File: src/rtl/speck_pkg.sv
// Speck block engine shared types and helpers.
// Rotates operate on the low w bits of a 64-bit carrier.
package speck_pkg;

  typedef enum logic [2:0] {
    S_IDLE,
    S_KEYGEN,
    S_READY,
    S_RUN,
    S_DONE
  } state_e;

  localparam int SPECK64_128_W = 32;
  localparam int SPECK64_128_M = 4;
  localparam int SPECK64_128_T = 27;
  localparam int SPECK64_128_A = 8;
  localparam int SPECK64_128_B = 3;

  localparam int SPECK32_64_W = 16;
  localparam int SPECK32_64_M = 4;
  localparam int SPECK32_64_T = 22;
  localparam int SPECK32_64_A = 7;
  localparam int SPECK32_64_B = 2;

  function automatic logic [63:0] wmask(input int w);
    return (w >= 64) ? '1 : ((64'd1 << w) - 64'd1);
  endfunction

  function automatic logic [63:0] rol(
    input logic [63:0] v,
    input int          w,
    input int          s
  );
    logic [63:0] m;
    m = wmask(w);
    return ((v << s) | ((v & m) >> (w - s))) & m;
  endfunction

  function automatic logic [63:0] ror(
    input logic [63:0] v,
    input int          w,
    input int          s
  );
    logic [63:0] m;
    m = wmask(w);
    return (((v & m) >> s) | (v << (w - s))) & m;
  endfunction

endpackage

File: src/rtl/speck_block_engine_round.sv
// One Speck round, forward or inverse.
// Also drives the key schedule update (l as x, rk as y, i as k).
module speck_round_dual
  import speck_pkg::*;
#(
  parameter int W     = 32,
  parameter int ALPHA = 8,
  parameter int BETA  = 3
) (
  input  logic [W-1:0] x,
  input  logic [W-1:0] y,
  input  logic [W-1:0] k,
  input  logic         mode,
  output logic [W-1:0] x_out,
  output logic [W-1:0] y_out
);

  logic [W-1:0] xe, ye, xd, yd;

  // forward and inverse round, selected by mode
  always_comb begin
    xe    = (W'(ror(64'(x), W, ALPHA)) + y) ^ k;
    ye    = W'(rol(64'(y), W, BETA)) ^ xe;
    yd    = W'(ror(64'(x ^ y), W, BETA));
    xd    = W'(rol(64'((x ^ k) - yd), W, ALPHA));
    x_out = mode ? xd : xe;
    y_out = mode ? yd : ye;
  end

endmodule

File: src/rtl/speck_block_engine.sv
// Iterative Speck engine: key expansion into a round-key
// file, then one shared round per clock for enc/dec.
module speck_block_engine
  import speck_pkg::*;
#(
  parameter int W     = SPECK64_128_W,
  parameter int M     = SPECK64_128_M,
  parameter int T     = SPECK64_128_T,
  parameter int ALPHA = SPECK64_128_A,
  parameter int BETA  = SPECK64_128_B
) (
  input  logic           clk,
  input  logic           rst_n,
  input  logic           key_valid,
  output logic           key_ready,
  input  logic [M*W-1:0] key_in,
  input  logic           in_valid,
  output logic           in_ready,
  input  logic           in_mode,
  input  logic [W-1:0]   in_x,
  input  logic [W-1:0]   in_y,
  output logic           out_valid,
  input  logic           out_ready,
  output logic [W-1:0]   out_x,
  output logic [W-1:0]   out_y,
  output logic           out_mode,
  output logic           key_loaded
);

  localparam int CW = $clog2(T);

  state_e        state_q, state_d;
  logic [CW-1:0] cnt_q, cnt_d;
  logic [W-1:0]  x_q, x_d, y_q, y_d;
  logic [W-1:0]  kc_q, kc_d;
  logic          mode_q, mode_d;
  logic          ld_q, ld_d;
  logic [W-1:0]  l_q [M-1];
  logic [W-1:0]  l_d [M-1];
  logic [W-1:0]  rk_q [T];

  logic          rk_we;
  logic [CW-1:0] rk_wa;
  logic [W-1:0]  rk_wd;
  logic [CW-1:0] rd_idx;
  logic [W-1:0]  rd_k;
  logic [W-1:0]  rx, ry, rkk, nx, ny;
  logic          rmode;
  logic          key_hs, in_hs;

  assign key_ready  = (state_q == S_IDLE) ||
                      (state_q == S_READY);
  assign in_ready   = (state_q == S_READY) && !key_valid;
  assign out_valid  = (state_q == S_DONE);
  assign out_x      = x_q;
  assign out_y      = y_q;
  assign out_mode   = mode_q;
  assign key_loaded = ld_q;

  assign key_hs = key_valid && key_ready;
  assign in_hs  = in_valid && in_ready;
  assign rd_idx = mode_q ? (CW'(T - 1) - cnt_q) : cnt_q;
  assign rd_k   = rk_q[rd_idx];

  // share the round datapath between key schedule and data
  always_comb begin
    rx    = x_q;
    ry    = y_q;
    rkk   = rd_k;
    rmode = mode_q;
    if (state_q == S_KEYGEN) begin
      rx    = l_q[0];
      ry    = kc_q;
      rkk   = W'(cnt_q);
      rmode = 1'b0;
    end
  end

  speck_round_dual #(
    .W    (W),
    .ALPHA(ALPHA),
    .BETA (BETA)
  ) u_round (
    .x    (rx),
    .y    (ry),
    .k    (rkk),
    .mode (rmode),
    .x_out(nx),
    .y_out(ny)
  );

  // next state, datapath updates and key-file write
  always_comb begin
    state_d = state_q;
    cnt_d   = cnt_q;
    x_d     = x_q;
    y_d     = y_q;
    kc_d    = kc_q;
    mode_d  = mode_q;
    ld_d    = ld_q;
    l_d     = l_q;
    rk_we   = 1'b0;
    rk_wa   = cnt_q + 1'b1;
    rk_wd   = ny;
    case (state_q)
      S_IDLE, S_READY: begin
        if (key_hs) begin
          state_d = S_KEYGEN;
          cnt_d   = '0;
          ld_d    = 1'b0;
          kc_d    = key_in[W-1:0];
          rk_we   = 1'b1;
          rk_wa   = '0;
          rk_wd   = key_in[W-1:0];
          for (int j = 0; j < M - 1; j++)
            l_d[j] = key_in[(j+1)*W +: W];
        end else if (in_hs) begin
          state_d = S_RUN;
          cnt_d   = '0;
          x_d     = in_x;
          y_d     = in_y;
          mode_d  = in_mode;
        end
      end
      S_KEYGEN: begin
        rk_we = 1'b1;
        kc_d  = ny;
        for (int j = 0; j < M - 2; j++)
          l_d[j] = l_q[j+1];
        l_d[M-2] = nx;
        cnt_d    = cnt_q + 1'b1;
        if (cnt_q == CW'(T - 2)) begin
          state_d = S_READY;
          ld_d    = 1'b1;
        end
      end
      S_RUN: begin
        x_d   = nx;
        y_d   = ny;
        cnt_d = cnt_q + 1'b1;
        if (cnt_q == CW'(T - 1))
          state_d = S_DONE;
      end
      S_DONE: begin
        if (out_ready)
          state_d = S_READY;
      end
      default: state_d = S_IDLE;
    endcase
  end

  // control and datapath registers
  always_ff @(posedge clk or negedge rst_n) begin
    if (!rst_n) begin
      state_q <= S_IDLE;
      cnt_q   <= '0;
      x_q     <= '0;
      y_q     <= '0;
      kc_q    <= '0;
      mode_q  <= 1'b0;
      ld_q    <= 1'b0;
      for (int j = 0; j < M - 1; j++)
        l_q[j] <= '0;
    end else begin
      state_q <= state_d;
      cnt_q   <= cnt_d;
      x_q     <= x_d;
      y_q     <= y_d;
      kc_q    <= kc_d;
      mode_q  <= mode_d;
      ld_q    <= ld_d;
      l_q     <= l_d;
    end
  end

  // round-key file; contents are don't-care after reset
  always_ff @(posedge clk) begin
    if (rk_we)
      rk_q[rk_wa] <= rk_wd;
  end

endmodule
File: config.mk
export PLATFORM = sky130hd
export DESIGN_NAME = speck_block_engine
export DESIGN_NICKNAME = d
export VERILOG_FILES = /design/src/rtl/speck_pkg.sv /design/src/rtl/speck_block_engine_round.sv /design/src/rtl/speck_block_engine.sv
export SDC_FILE = /design/constraint.sdc
export NUM_CORES = 2
export LEC_CHECK = 0
export BUFFER_PORTS_ARGS = -buffer_cell sky130_fd_sc_hd__buf_2
export CAP_MARGIN = 20
export CORE_MARGIN = 10
export CORE_UTILIZATION = 32
export DETAILED_ROUTE_END_ITERATION = 10
export GPL_TIMING_DRIVEN = 1
export HOLD_SLACK_MARGIN = 0.05
export PLACE_DENSITY = 0.51
export SYNTH_ARGS = -nofsm -noshare
export SYNTH_HDL_FRONTEND = slang
export SYNTH_SLANG_ARGS = --single-unit
File: constraint.sdc
create_clock -name clk -period 6.82 [get_ports clk]
set_clock_uncertainty 0.1 [all_clocks]
set_input_delay 2.046 -clock clk [delete_from_list [all_inputs] [get_ports clk]]
set_output_delay 2.046 -clock clk [all_outputs]
set_load 0.01 [all_outputs]
==> metrics.csv <==
stage,metric,value,unit
critical_path,cp_top_family,compound AO/OA/AOI/OAI gates,
clock_network,clockBufferDepth,3,
layout,drive_gt1_frac,0.2269,
clock_network,cts_setup_buffers,0,
clock_network,clk_pin_slew_worst_paths,0.06,ns
layout,diodes,0,
clock_network,cts_sinks,1066,
synth,synth_enable_flop_cells,864,
grt,antenna_found_initial,4,
clock_network,htree_levels,3,
placed_design,io_buffers,266,
sta,drv_slew,0,
synth,synth_cell_types,84,
worst_hold_path,worstHoldPathCells,2,
layout,fin_nets,4008,
detailed_routing,drt_iter0_drc,3263,
synth,syn-num-nets,3660,
sta,hold_violations,0,
run,cap_violations,0,
critical_path,startpoint_type,register,
synth,synthesis.area,48600,um^2
synth,synth.ff_latch_count,1066,
floorplan,die_area,167900,um^2
detailed_routing,viasPerCell,5.451,
grt,grt_pass1_vias,32100,
synth,yosysWarnings,0,
critical_path,worstPathRequired,7.30,ns
grt,grt_start_max_net_pins,128,
critical_path,crit_slowest_cell,o2111ai_1,
critical_path,cp_max_fo,101,
synth,synthFlopType,edfxtp_1,
sta,fmax,159.0,MHz
detailed_routing,wl_per_cell,29.48,um
sta,setup_tns,0,ns
clock_network,cts_tree,built,
critical_path,setup.worst_path.class,register to register,
detailed_routing,vias,31870,
floorplan,num_io_pins,267,
detailed_routing,drc,0,
sta,period_minus_slack,6.288,ns
detailed_routing,routed_wl,172.3,mm
critical_path,reg2reg_depth,17,
grt,grt_pass1_wl,244.5,mm
layout,filler_cell_count,14290,
sta,post-route-period-util,0.9220,
clock_network,cts_hold_buf,0,
detailed_routing,drtAntennaViolNets,0,
floorplan,core-area,150300,um^2
synth,post-synth-top-area-cell,edfxtp_1,
clock_network,post_cts_resized,0,
synth,ys_seq_area_frac,0.6379,
clock_network,cts_inserted_buffers,108,
synth,syn-instance-count,3393,
synth,synth.area.top_cells,"edfxtp_1, dfrtp_1, mux4_2, nand2_1, xnor2_1",
clock_network,insertion_delay,0.74,ns
critical_path,crit_path_cell_trace,buf_12 -> buf_12 -> mux4_2 -> nand2_1 -> a31oi_1 -> o2111ai_1 -> xnor2_1 -> ha_1 -> and3_1 -> and3_1 -> nand4_1 -> or2_2 -> o221ai_1 -> a311oi_1 -> o2111ai_1 -> xnor2_1 -> o221ai_1,
critical_path,max_stage_delay,0.77,ns
floorplan,initial_core_util,0.3233,
sta,rsz0062_at_grt,false,
floorplan,die_h,409.7,um
critical_path,critPathBufInv,2,
detailed_routing,first_pass_iters,6,
critical_path,arrival,6.76,ns
floorplan,die_w,409.7,um
sta,finalSetupViolations,0,
sta,slew_headroom,0.2474,
critical_path,critPathCaptureType,register,
layout,area_delta_synth_final,16.87,%
synth,yosys.area.top_type_share,0.5339,
sta,worst_slew_pin_slew,1.126,ns
placed_design,dpl.hpwl,119.5,mm
clock_network,cts_root_buffer,clkbuf_16,
critical_path,path_depth,17,
placed_design,gp_congestion,0.9382,
synth,avgSynthCellArea,14.32,um^2
worst_hold_path,min_path_type,register to register,
grt,grt_usage,0.1993,
synth,synthArstFlopShare,0.1895,
grt,grt-ovfl-total,0,
run_status,status,"finished, final reports clean",
floorplan,rows,142,
==> cell families (layout without fill, tap and decap cells) <==
logic type	Yosys count	after routing	share of synthesized area
flops	1066	1066	0.6379
fa+ha+maj	69	69	0.01807
buf+inv	276	713	0.02585
xor+xnor	230	230	0.04557
mux	324	324	0.1164
compound gates	625	625	0.08682
simple gates	803	803	0.06936
==> cell type report <==
type / instances / area [um^2] / area share
clock inverters: 64 / 663.1 / 0.01168
multi-input cells: 2051 / 16740 / 0.2948
flip-flops and latches: 1066 / 31000 / 0.5459
inverters: 84 / 315.3 / 0.005552
well taps: 2016 / 2522 / 0.04441
clock buffers: 135 / 2846 / 0.05012
repair buffers: 430 / 2703 / 0.04758
==> tightest hold or removal path, delay by kind of cell, from the launching register on <==
family,cells,cell delay (ns)
simple gates,2,0.10
flops,1,0.34
==> path summary, 6_finish.rpt <==
path	start	endpoint	slack [ns]
worst max-delay path	cnt_q[0]	out_x[7]	0.53
worst min-delay path	l_q[48]	l_q[48]	0.37
worst max register to register	cnt_q[0]	out_x[7]	0.53
worst min register to register	l_q[48]	l_q[48]	0.37
max in group asynchronous	rst_n	kc_q[26]	4.15
min in group asynchronous	rst_n	l_q[44]	1.21
==> state kept, by name, indices dropped and copies added, names as in the netlist <==
name        flops
kc_q           32
out_y          32
cnt_q           5
out_mode        1
l_q            96
key_loaded      1
rk_q          864
out_x          32
state_q         3
==> layout by cell type, fill, tap and decap left out, types with 10 or more instances in the layout <==
cell         n
a22oi_1    127
a21o_1      30
mux4_2     192
o21ai_1     54
ha_1        67
nor3_1      10
a21oi_1     91
nand4_1     10
mux2i_1    123
buf_4      154
nand3_1     66
clkinv_1    17
nor2_1     112
clkbuf_16  111
o31ai_2     10
o21a_1      10
buf_2      265
a211oi_1    37
a31oi_1     70
nand2_1    487
xor2_1      49
edfxtp_1   864
xnor2_1    162
nor2_4      31
and3_1      24
inv_1       82
o31ai_1     14
and2_1      15
bufinv_16   10
clkinv_2    20
o21ai_0     75
dfrtp_1    201
o2111ai_1   19
clkbuf_1    25
==> cell usage after synthesis, types with 5 or more instances <==
cell,number
edfxtp_1,864
nand2_1,488
dfrtp_1,202
mux4_2,192
xnor2_1,163
nor2_1,144
a22oi_1,127
mux2i_1,124
clkbuf_1,98
a21oi_1,92
o21ai_0,90
inv_1,82
a31oi_1,70
ha_1,67
nand3_1,66
buf_2,53
xor2_1,51
o21ai_1,39
a211oi_1,37
a21o_1,30
and3_1,25
o31ai_1,24
buf_4,19
o2111ai_1,19
and2_1,16
buf_1,11
buf_6,11
nand4_1,10
nor3_1,10
o21a_1,10
a221o_1,8
a311oi_1,8
nor2b_1,8
o221ai_1,8
xnor3_1,8
mux2_2,7
or3_1,7
a22o_1,6
nand2b_1,6
o211ai_1,5
==> metrics by stage <==
step	instances	setup WS (ns)	cell area [um^2]	hold WS, ns	util
3_5_place_dp	5646	0.5663	53260	0.3625	0.3543
4_1_cts	5845	0.5214	56770	0.3781	0.3777
2_1_floorplan	3393	0.6082	48600	0.3452	-
3_3_place_gp	5645	0.5758	53240	0.3571	0.3542
6_report	5846	0.5321	56800	0.3729	0.3779
5_1_grt	5846	0.1724	56800	0.3976	0.3779
==> per-layer routing <==
| layer | up-vias | wire length (um) | global-route usage |
|---|---|---|---|
| met5 | - | 39 | 0 |
| met4 | 6 | 6452 | 0.07535 |
| met3 | 274 | 11250 | 0.03255 |
| met2 | 1279 | 82120 | 0.3265 |
| met1 | 16670 | 72470 | 0.2645 |
| li1 | 13640 | - | - |
Power is left out: the tool's default activity adds up to more than one toggle a clock period on the data nets, which glitch-free logic cannot reach.
